[config.mk]
export PLATFORM = sky130hd
export DESIGN_NAME = mips_lsu_bus
export DESIGN_NICKNAME = d
export VERILOG_FILES = /design/src/rtl/mips_lsu_bus.sv
export SDC_FILE = /design/constraint.sdc
export NUM_CORES = 1
export LEC_CHECK = 0
export ABC_AREA = 1
export ABC_CLOCK_PERIOD_IN_PS = 2900
export BUFFER_PORTS_ARGS = -buffer_cell sky130_fd_sc_hd__clkbuf_2
export CAP_MARGIN = 20
export CELL_PAD_IN_SITES_DETAIL_PLACEMENT = 1
export CELL_PAD_IN_SITES_GLOBAL_PLACEMENT = 2
export CORE_MARGIN = 2
export CORE_UTILIZATION = 32
export DETAILED_ROUTE_END_ITERATION = 7
export MAX_ROUTING_LAYER = met4
export PLACE_DENSITY = 0.95
export SKIP_CTS_REPAIR_TIMING = 1
export SKIP_LAST_GASP = 1
export SLEW_MARGIN = 30
export SYNTH_ARGS = -nofsm -noshare
export SYNTH_HDL_FRONTEND = slang
export SYNTH_SLANG_ARGS = --single-unit
[constraint.sdc]
create_clock -name clk -period 2.9 [get_ports clk]
set_input_delay 0.435 -clock clk [delete_from_list [all_inputs] [get_ports clk]]
set_output_delay 0.435 -clock clk [all_outputs]
set_load 0.01 [all_outputs]
[src/rtl/mips_lsu_bus.sv]
// rtl/mips_lsu_bus.sv - Load/store unit bridging the MIPS EXEC stage to an Avalon-MM master port.
module mips_lsu_bus #(
  parameter int TIMEOUT = 255,
  parameter int ADDR_W  = 32
) (
  input  logic              clk,
  input  logic              reset,
  input  logic              start,
  input  logic [3:0]        op,
  input  logic [ADDR_W-1:0] base,
  input  logic [15:0]       offset,
  input  logic [31:0]       rt_old,
  input  logic [31:0]       store_data,
  output logic              busy,
  output logic              done,
  output logic [31:0]       result,
  output logic              error,
  output logic [1:0]        err_code,
  output logic [ADDR_W-1:0] address,
  output logic              read,
  output logic              write,
  input  logic              waitrequest,
  output logic [31:0]       writedata,
  output logic [3:0]        byteenable,
  input  logic [31:0]       readdata
);

  typedef enum logic [1:0] {IDLE, CHECK, BUS, RESP} state_t;

  state_t            state, state_nx;
  logic [3:0]        op_r;
  logic [ADDR_W-1:0] ea_r;
  logic [31:0]       rt_r, sd_r, wait_cnt, result_r, wd_r, wd_nx, load_val, shifted;
  logic [3:0]        be_r, be_nx;
  logic [1:0]        err_r, chk_code, b;
  logic              is_load, timeout_hit;

  assign b           = ea_r[1:0];
  assign is_load     = (op_r <= 4'd6);
  assign timeout_hit = (TIMEOUT != 0) && (wait_cnt == 32'(TIMEOUT - 1));
  assign shifted     = readdata >> {b, 3'b000};

  always_comb begin
    chk_code = 2'd0;
    be_nx    = 4'b1111;
    wd_nx    = sd_r;
    case (op_r)
      4'd0, 4'd1, 4'd5, 4'd6: chk_code = 2'd0;
      4'd2, 4'd3:             if (b[0]) chk_code = 2'd1;
      4'd4:                   if (b != 2'd0) chk_code = 2'd1;
      4'd8: begin
        be_nx = 4'b0001 << b;
        wd_nx = {4{sd_r[7:0]}};
      end
      4'd9: begin
        if (b[0]) chk_code = 2'd1;
        be_nx = 4'b0011 << b;
        wd_nx = {2{sd_r[15:0]}};
      end
      4'd10:                  if (b != 2'd0) chk_code = 2'd1;
      default:                chk_code = 2'd3;
    endcase
  end

  // LWL/LWR merge the unaligned word's bytes into the old rt value
  always_comb begin
    load_val = readdata;
    case (op_r)
      4'd0: load_val = {{24{shifted[7]}}, shifted[7:0]};
      4'd1: load_val = {24'd0, shifted[7:0]};
      4'd2: load_val = {{16{shifted[15]}}, shifted[15:0]};
      4'd3: load_val = {16'd0, shifted[15:0]};
      4'd5: case (b)
        2'd0:    load_val = {readdata[7:0], rt_r[23:0]};
        2'd1:    load_val = {readdata[15:0], rt_r[15:0]};
        2'd2:    load_val = {readdata[23:0], rt_r[7:0]};
        default: load_val = readdata;
      endcase
      4'd6: case (b)
        2'd0:    load_val = readdata;
        2'd1:    load_val = {rt_r[31:24], readdata[31:8]};
        2'd2:    load_val = {rt_r[31:16], readdata[31:16]};
        default: load_val = {rt_r[31:8], readdata[31:24]};
      endcase
      default: load_val = readdata;
    endcase
  end

  always_comb begin
    state_nx = state;
    case (state)
      IDLE:    if (start) state_nx = CHECK;
      CHECK:   state_nx = (chk_code != 2'd0) ? RESP : BUS;
      BUS:     if (!waitrequest || timeout_hit) state_nx = RESP;
      RESP:    state_nx = IDLE;
      default: state_nx = IDLE;
    endcase
  end

  always_ff @(posedge clk) begin
    if (reset) state <= IDLE;
    else       state <= state_nx;
  end

  always_ff @(posedge clk) begin
    if (reset) begin
      op_r     <= 4'd0;
      ea_r     <= '0;
      rt_r     <= 32'd0;
      sd_r     <= 32'd0;
      wait_cnt <= 32'd0;
      result_r <= 32'd0;
      err_r    <= 2'd0;
      address  <= '0;
      be_r     <= 4'd0;
      wd_r     <= 32'd0;
    end else begin
      case (state)
        IDLE: if (start) begin
          op_r <= op;
          ea_r <= base + {{(ADDR_W-16){offset[15]}}, offset};
          rt_r <= rt_old;
          sd_r <= store_data;
        end
        CHECK: begin
          err_r    <= chk_code;
          wait_cnt <= 32'd0;
          if (chk_code == 2'd0) begin
            address <= {ea_r[ADDR_W-1:2], 2'b00};
            be_r    <= be_nx;
            wd_r    <= wd_nx;
          end
        end
        BUS: begin
          // a completing transfer beats a timeout landing in the same cycle
          if (!waitrequest) begin
            if (is_load) result_r <= load_val;
          end else if (timeout_hit) begin
            err_r <= 2'd2;
          end else begin
            wait_cnt <= wait_cnt + 32'd1;
          end
        end
        default: ;
      endcase
    end
  end

  assign busy       = (state != IDLE);
  assign done       = (state == RESP);
  assign error      = (err_r != 2'd0);
  assign err_code   = err_r;
  assign result     = result_r;
  assign read       = (state == BUS) && is_load;
  assign write      = (state == BUS) && !is_load;
  assign byteenable = be_r;
  assign writedata  = wd_r;

endmodule
[After elaboration in Yosys (flattened, before gate mapping)]
Index checks and enable logic that the tools add are counted.
Cells by class
  mux-type cells: 18
  bitwise gates (word level): 1
  equality and inequality tests: 20
  $lt $le $gt $ge: 1
  shift-type cells: 3
  reductions and logical operators: 23
  add/sub/neg operators: 2
Operators with widths (count)
  32-bit case mux with 3 select lines: 2
  32-bit case mux with 6 select lines: 1
  32-bit case mux with 2 select lines: 2
  32-bit two-way mux: 2
  32-bit by 1-bit adder with 32-bit output, second input constant: 1
  32-bit adder: 1
  32-bit by 8-bit equality test with 1-bit output, second input constant: 1
  32-bit by 5-bit >> shifter with 16-bit output: 1
  4-bit by 3-bit equality test with 1-bit output, second input constant: 3
  4-bit equality test, second input constant: 3
  2-bit != test, second input constant: 5
  2-bit nonzero test: 5
  3-bit AND reduction: 3
  4-bit by 2-bit equality test with 1-bit output, second input constant: 2
  2-bit two-way mux: 4
  2-bit case mux with 4 select lines: 1
  4-bit case mux with 2 select lines: 1
  2-bit equality test, second input constant: 3
  2-bit logical NOT: 3
  2-bit case mux with 3 select lines: 1
  2-bit AND reduction: 3
  5-bit OR reduction: 1
  2-bit by 1-bit equality test with 1-bit output, second input constant: 2
  4-bit by 1-bit equality test with 1-bit output, second input constant: 1
  other kinds (12): 16
Storage, ports and cells
  input port bits: 152
  output and inout port bits: 107
  register bits after elaboration: 234

[Logic depth before layout (Yosys ltp)]
  depth after elaboration: 6
  depth in mapped cells: 14
  mapped depth without buffers: 14

[Worst setup path before layout]
No wires, ideal clock.
  path kind: input port to flip-flop
  start point: input port offset[0]
  end point: register ea_r[16]
  stages on the path: 11
  setup time: 115 ps
  arrival: 1852 ps
  path slack: 933 ps
  buffers on the path: 0
  cell sequence: ha_1 > fa_1 > nand3_1 > nand3_1 > nand2_1 > nand2_1 > nand2_1 > nand2_1 > xor2_1 > o21ai_0 > inv_1
On the way
  longest elaborated chain between the ends: 1
Ends and longest elaborated chain
  from (decl): RTL line 11  | input logic [15:0] offset,
  32-bit adder: RTL line 121  | ea_r <= base + {{(ADDR_W-16){offset[15]}}, offset};
  to (signal assigned): RTL line 121
  to (decl): RTL line 32  | logic [ADDR_W-1:0] ea_r;
Every way passes these cells.
A chain may end at the register's enable or synchronous reset.

[Final worst setup path]
  start point: register state[0]
  end point: output port write
On the way
  longest elaborated chain between the ends: 2
Ends and longest elaborated chain
  from (decl): RTL line 30  | state_t state, state_nx;
  from (signal assigned): RTL line 102  | else state <= state_nx;
  2-bit equality test: RTL line 155  | assign write = (state == BUS) && !is_load;
  1-bit logical AND: RTL line 155
  to (decl): RTL line 21  | output logic write,
Every way passes these cells.

==> flow_summary.json <==
{
  "status": "completed",
  "grt_pass1_vias": 15300,
  "vdd_drop_max_mv": 0.429,
  "die_w_um": 212,
  "grt_use_met3": 0.0352,
  "cp.arrival_ps": 2190,
  "synthTopCellsByArea": "dfxtp_1, nand2_1, nor2_1, a21oi_1, o21ai_0",
  "swShare": 0.426,
  "synthCells": 2235,
  "slowest_stage": "ha_1",
  "synth_cell_type_count": 39,
  "pin_count": 259,
  "multiInputGateArea_um2": 7700,
  "combPwrFrac": 0.408,
  "syn_area_per_cell_um2": 6.19,
  "finalSetupViolCount": 0,
  "pwr-share-seq": 0.337,
  "layout_worst_path_cycle_share": 0.905,
  "synth-seq-area-share": 0.339,
  "slew_headroom": 0.474,
  "clk_latency_ps": 570,
  "area_growth_pct": 19.8,
  "timing.final.crit_period_ps": 2620,
  "cts_buffers": 29,
  "totalNegativeSetupSlack_ps": 0,
  "async_flop_share": 0,
  "clkPwrFrac": 0.255,
  "crit_chain": "inv_1 > ha_1 > inv_1 > buf_4 > nor2_1 > clkbuf_2",
  "hp-class": "input port to flop",
  "ys_seq_elements": 234,
  "finalHoldViolCount": 0,
  "drive_above_1_share": 0.149,
  "setup_slack_ps": 277,
  "drtIter0Drc": 774,
  "use_met1": 0.317,
  "rsz0062_at_grt": "no",
  "power.leakage_nw": 7.84,
  "drc": 0,
  "drt-pass1-iter-count": 5,
  "nFillCells": 5754,
  "whs_ps": 126,
  "final-seq-area_um2": 4680,
  "die_y_um": 212,
  "place_ws_ps": 459,
  "cp_top_family": "buffers and inverters",
  "path_max_fanout": 22,
  "htree_levels": 1,
  "path_clk_slew_ps": 60,
  "cp-end-kind": "output port",
  "synth.top_cell.area_share": 0.339,
  "cts_root_buf": "clkbuf_16",
  "yosys.area.top_type": "dfxtp_1",
  "hpwl_um": 40400,
  "critPathKind": "flop to output port",
  "gp_congestion": 0.925,
  "ant_nets": 0,
  "track_usage": 0.244,
  "top_usage_layer": "met2",
  "cap_violations": 0,
  "cts_tree": "built",
  "num_rows": 76,
  "numPortBuffers": 256,
  "routed_wl_um": 53900,
  "synth-edff-count": 0,
  "gr-total-overflow": 0,
  "fin_skew_ps": 17.9,
  "yosysWarnings": 0,
  "fmax_mhz": 381,
  "vias": 15400,
  "antenna_found_initial": 0,
  "reg2reg_slack_ps": 450,
  "n_antenna_cell": 0,
  "grt_use_met2": 0.395,
  "power.internal_mw": 7.97,
  "powerDensity_nw_per_um2": 838,
  "cts_sinks": 234,
  "synth_common_cells": "nand2_1, nor2_1, inv_1, dfxtp_1",
  "cp_num_buf_inv": 4,
  "slowest_delay_ps": 370,
  "start_util": 0.323,
  "post-route-util": 0.387,
  "critPathLaunchType": "flop",
  "clockBufferDepth": 3,
  "post_drt_via_cell_ratio": 5.03,
  "tightest_slew_ps": 788,
  "crit_path_frequent_cell": "inv_1",
  "grt_pass1_wl_um": 84000,
  "final_max_slew_viol_count": 0,
  "fin_nets": 2641,
  "wl_per_cell_um": 17.7,
  "yosysMostFrequentCell": "nand2_1",
  "grt_start_max_net_pins": 136,
  "die_area_um2": 44900,
  "synth-main-ff-cell": "dfxtp_1",
  "core_um2": 42900,
  "power_switching_mw": 5.92,
  "synthesis.area_um2": 13800,
  "crit_required_ps": 2470
}
## layer usage
metal / up-vias / share of wire
li1: 7578 / -
met1: 7340 / 0.46
met4: 0 / 0.026
met5: - / 0
met3: 87 / 0.054
met2: 355 / 0.46
## flip-flops by register name (all words and copies together) (netlist names)
signal,count
writedata,32
byteenable,4
result,32
sd_r,32
address,30
state,2
err_code,2
ea_r,32
rt_r,32
op_r,4
wait_cnt,32
## placed cells by master (no fill, tap or decap), types with 16 or more instances in the layout
master / count
o211ai_1: 21
ha_1: 38
nand3_1: 115
buf_4: 31
xor2_1: 27
clkbuf_16: 29
clkbuf_2: 256
dfxtp_1: 234
o21ai_0: 212
inv_1: 250
o21ai_1: 19
nor2_1: 302
o22ai_1: 16
nand2_1: 585
a21oi_1: 212
## cell families (layout without fill, tap and decap cells)
logic type	after synthesis	after routing	synth area share
adders and majority gates	39	39	0.0358
AOI/OAI and AO/OA	505	505	0.192
buffers and inverters	369	601	0.106
xor gates and xnor gates	32	32	0.0203
other	1	2	0.000271
and+or+nand+nor	1055	1055	0.308
DFF	234	234	0.339
## worst paths after layout
kind                                            start                       to  depth (start not counted)
worst max register to register  state[0]$_SDFFE_PP0P_   result[3]$_SDFFE_PP0P_                         10
worst max-delay path            state[0]$_SDFFE_PP0P_                    write                          6
worst min-delay path                       rt_old[21]    rt_r[21]$_SDFFE_PP0P_                          3
worst min register to register   ea_r[3]$_SDFFE_PP0P_  address[3]$_SDFFE_PP0P_                          2
## power groups by stage
stage          clock network (mW)  registers [mW]  logic, mW
5_1_grt                      3.76            4.78       6.32
2_1_floorplan                   0            4.78       3.43
3_5_place_dp                    0            4.74       5.65
3_3_place_gp                    0            4.71       5.51
6_report                     3.54            4.69       5.67
4_1_cts                      3.63            4.68       5.68
## final cells by class
class,instances,area share
Multi-Input combinational cell,1633,0.464
Sequential cell,234,0.283
Timing Repair Buffer,290,0.0949
Inverter,262,0.0595
Clock buffer,39,0.0478
Tap cell,585,0.0442
Clock inverter,10,0.00657
## tightest hold or removal path, cell delays in order
cell and delay [ps]:
clkbuf_2 70, o21ai_0 70, nor2_1 80
## stage by stage
stage	cells	total power, mW	area, µm²
6_report	3053	13.9	16600
4_1_cts	3053	14.0	16600
5_1_grt	3053	14.9	16600
3_3_place_gp	3004	10.2	15700
3_5_place_dp	3004	10.4	15700
2_1_floorplan	2236	8.21	13800
Power figures use the tool's default switching activity.
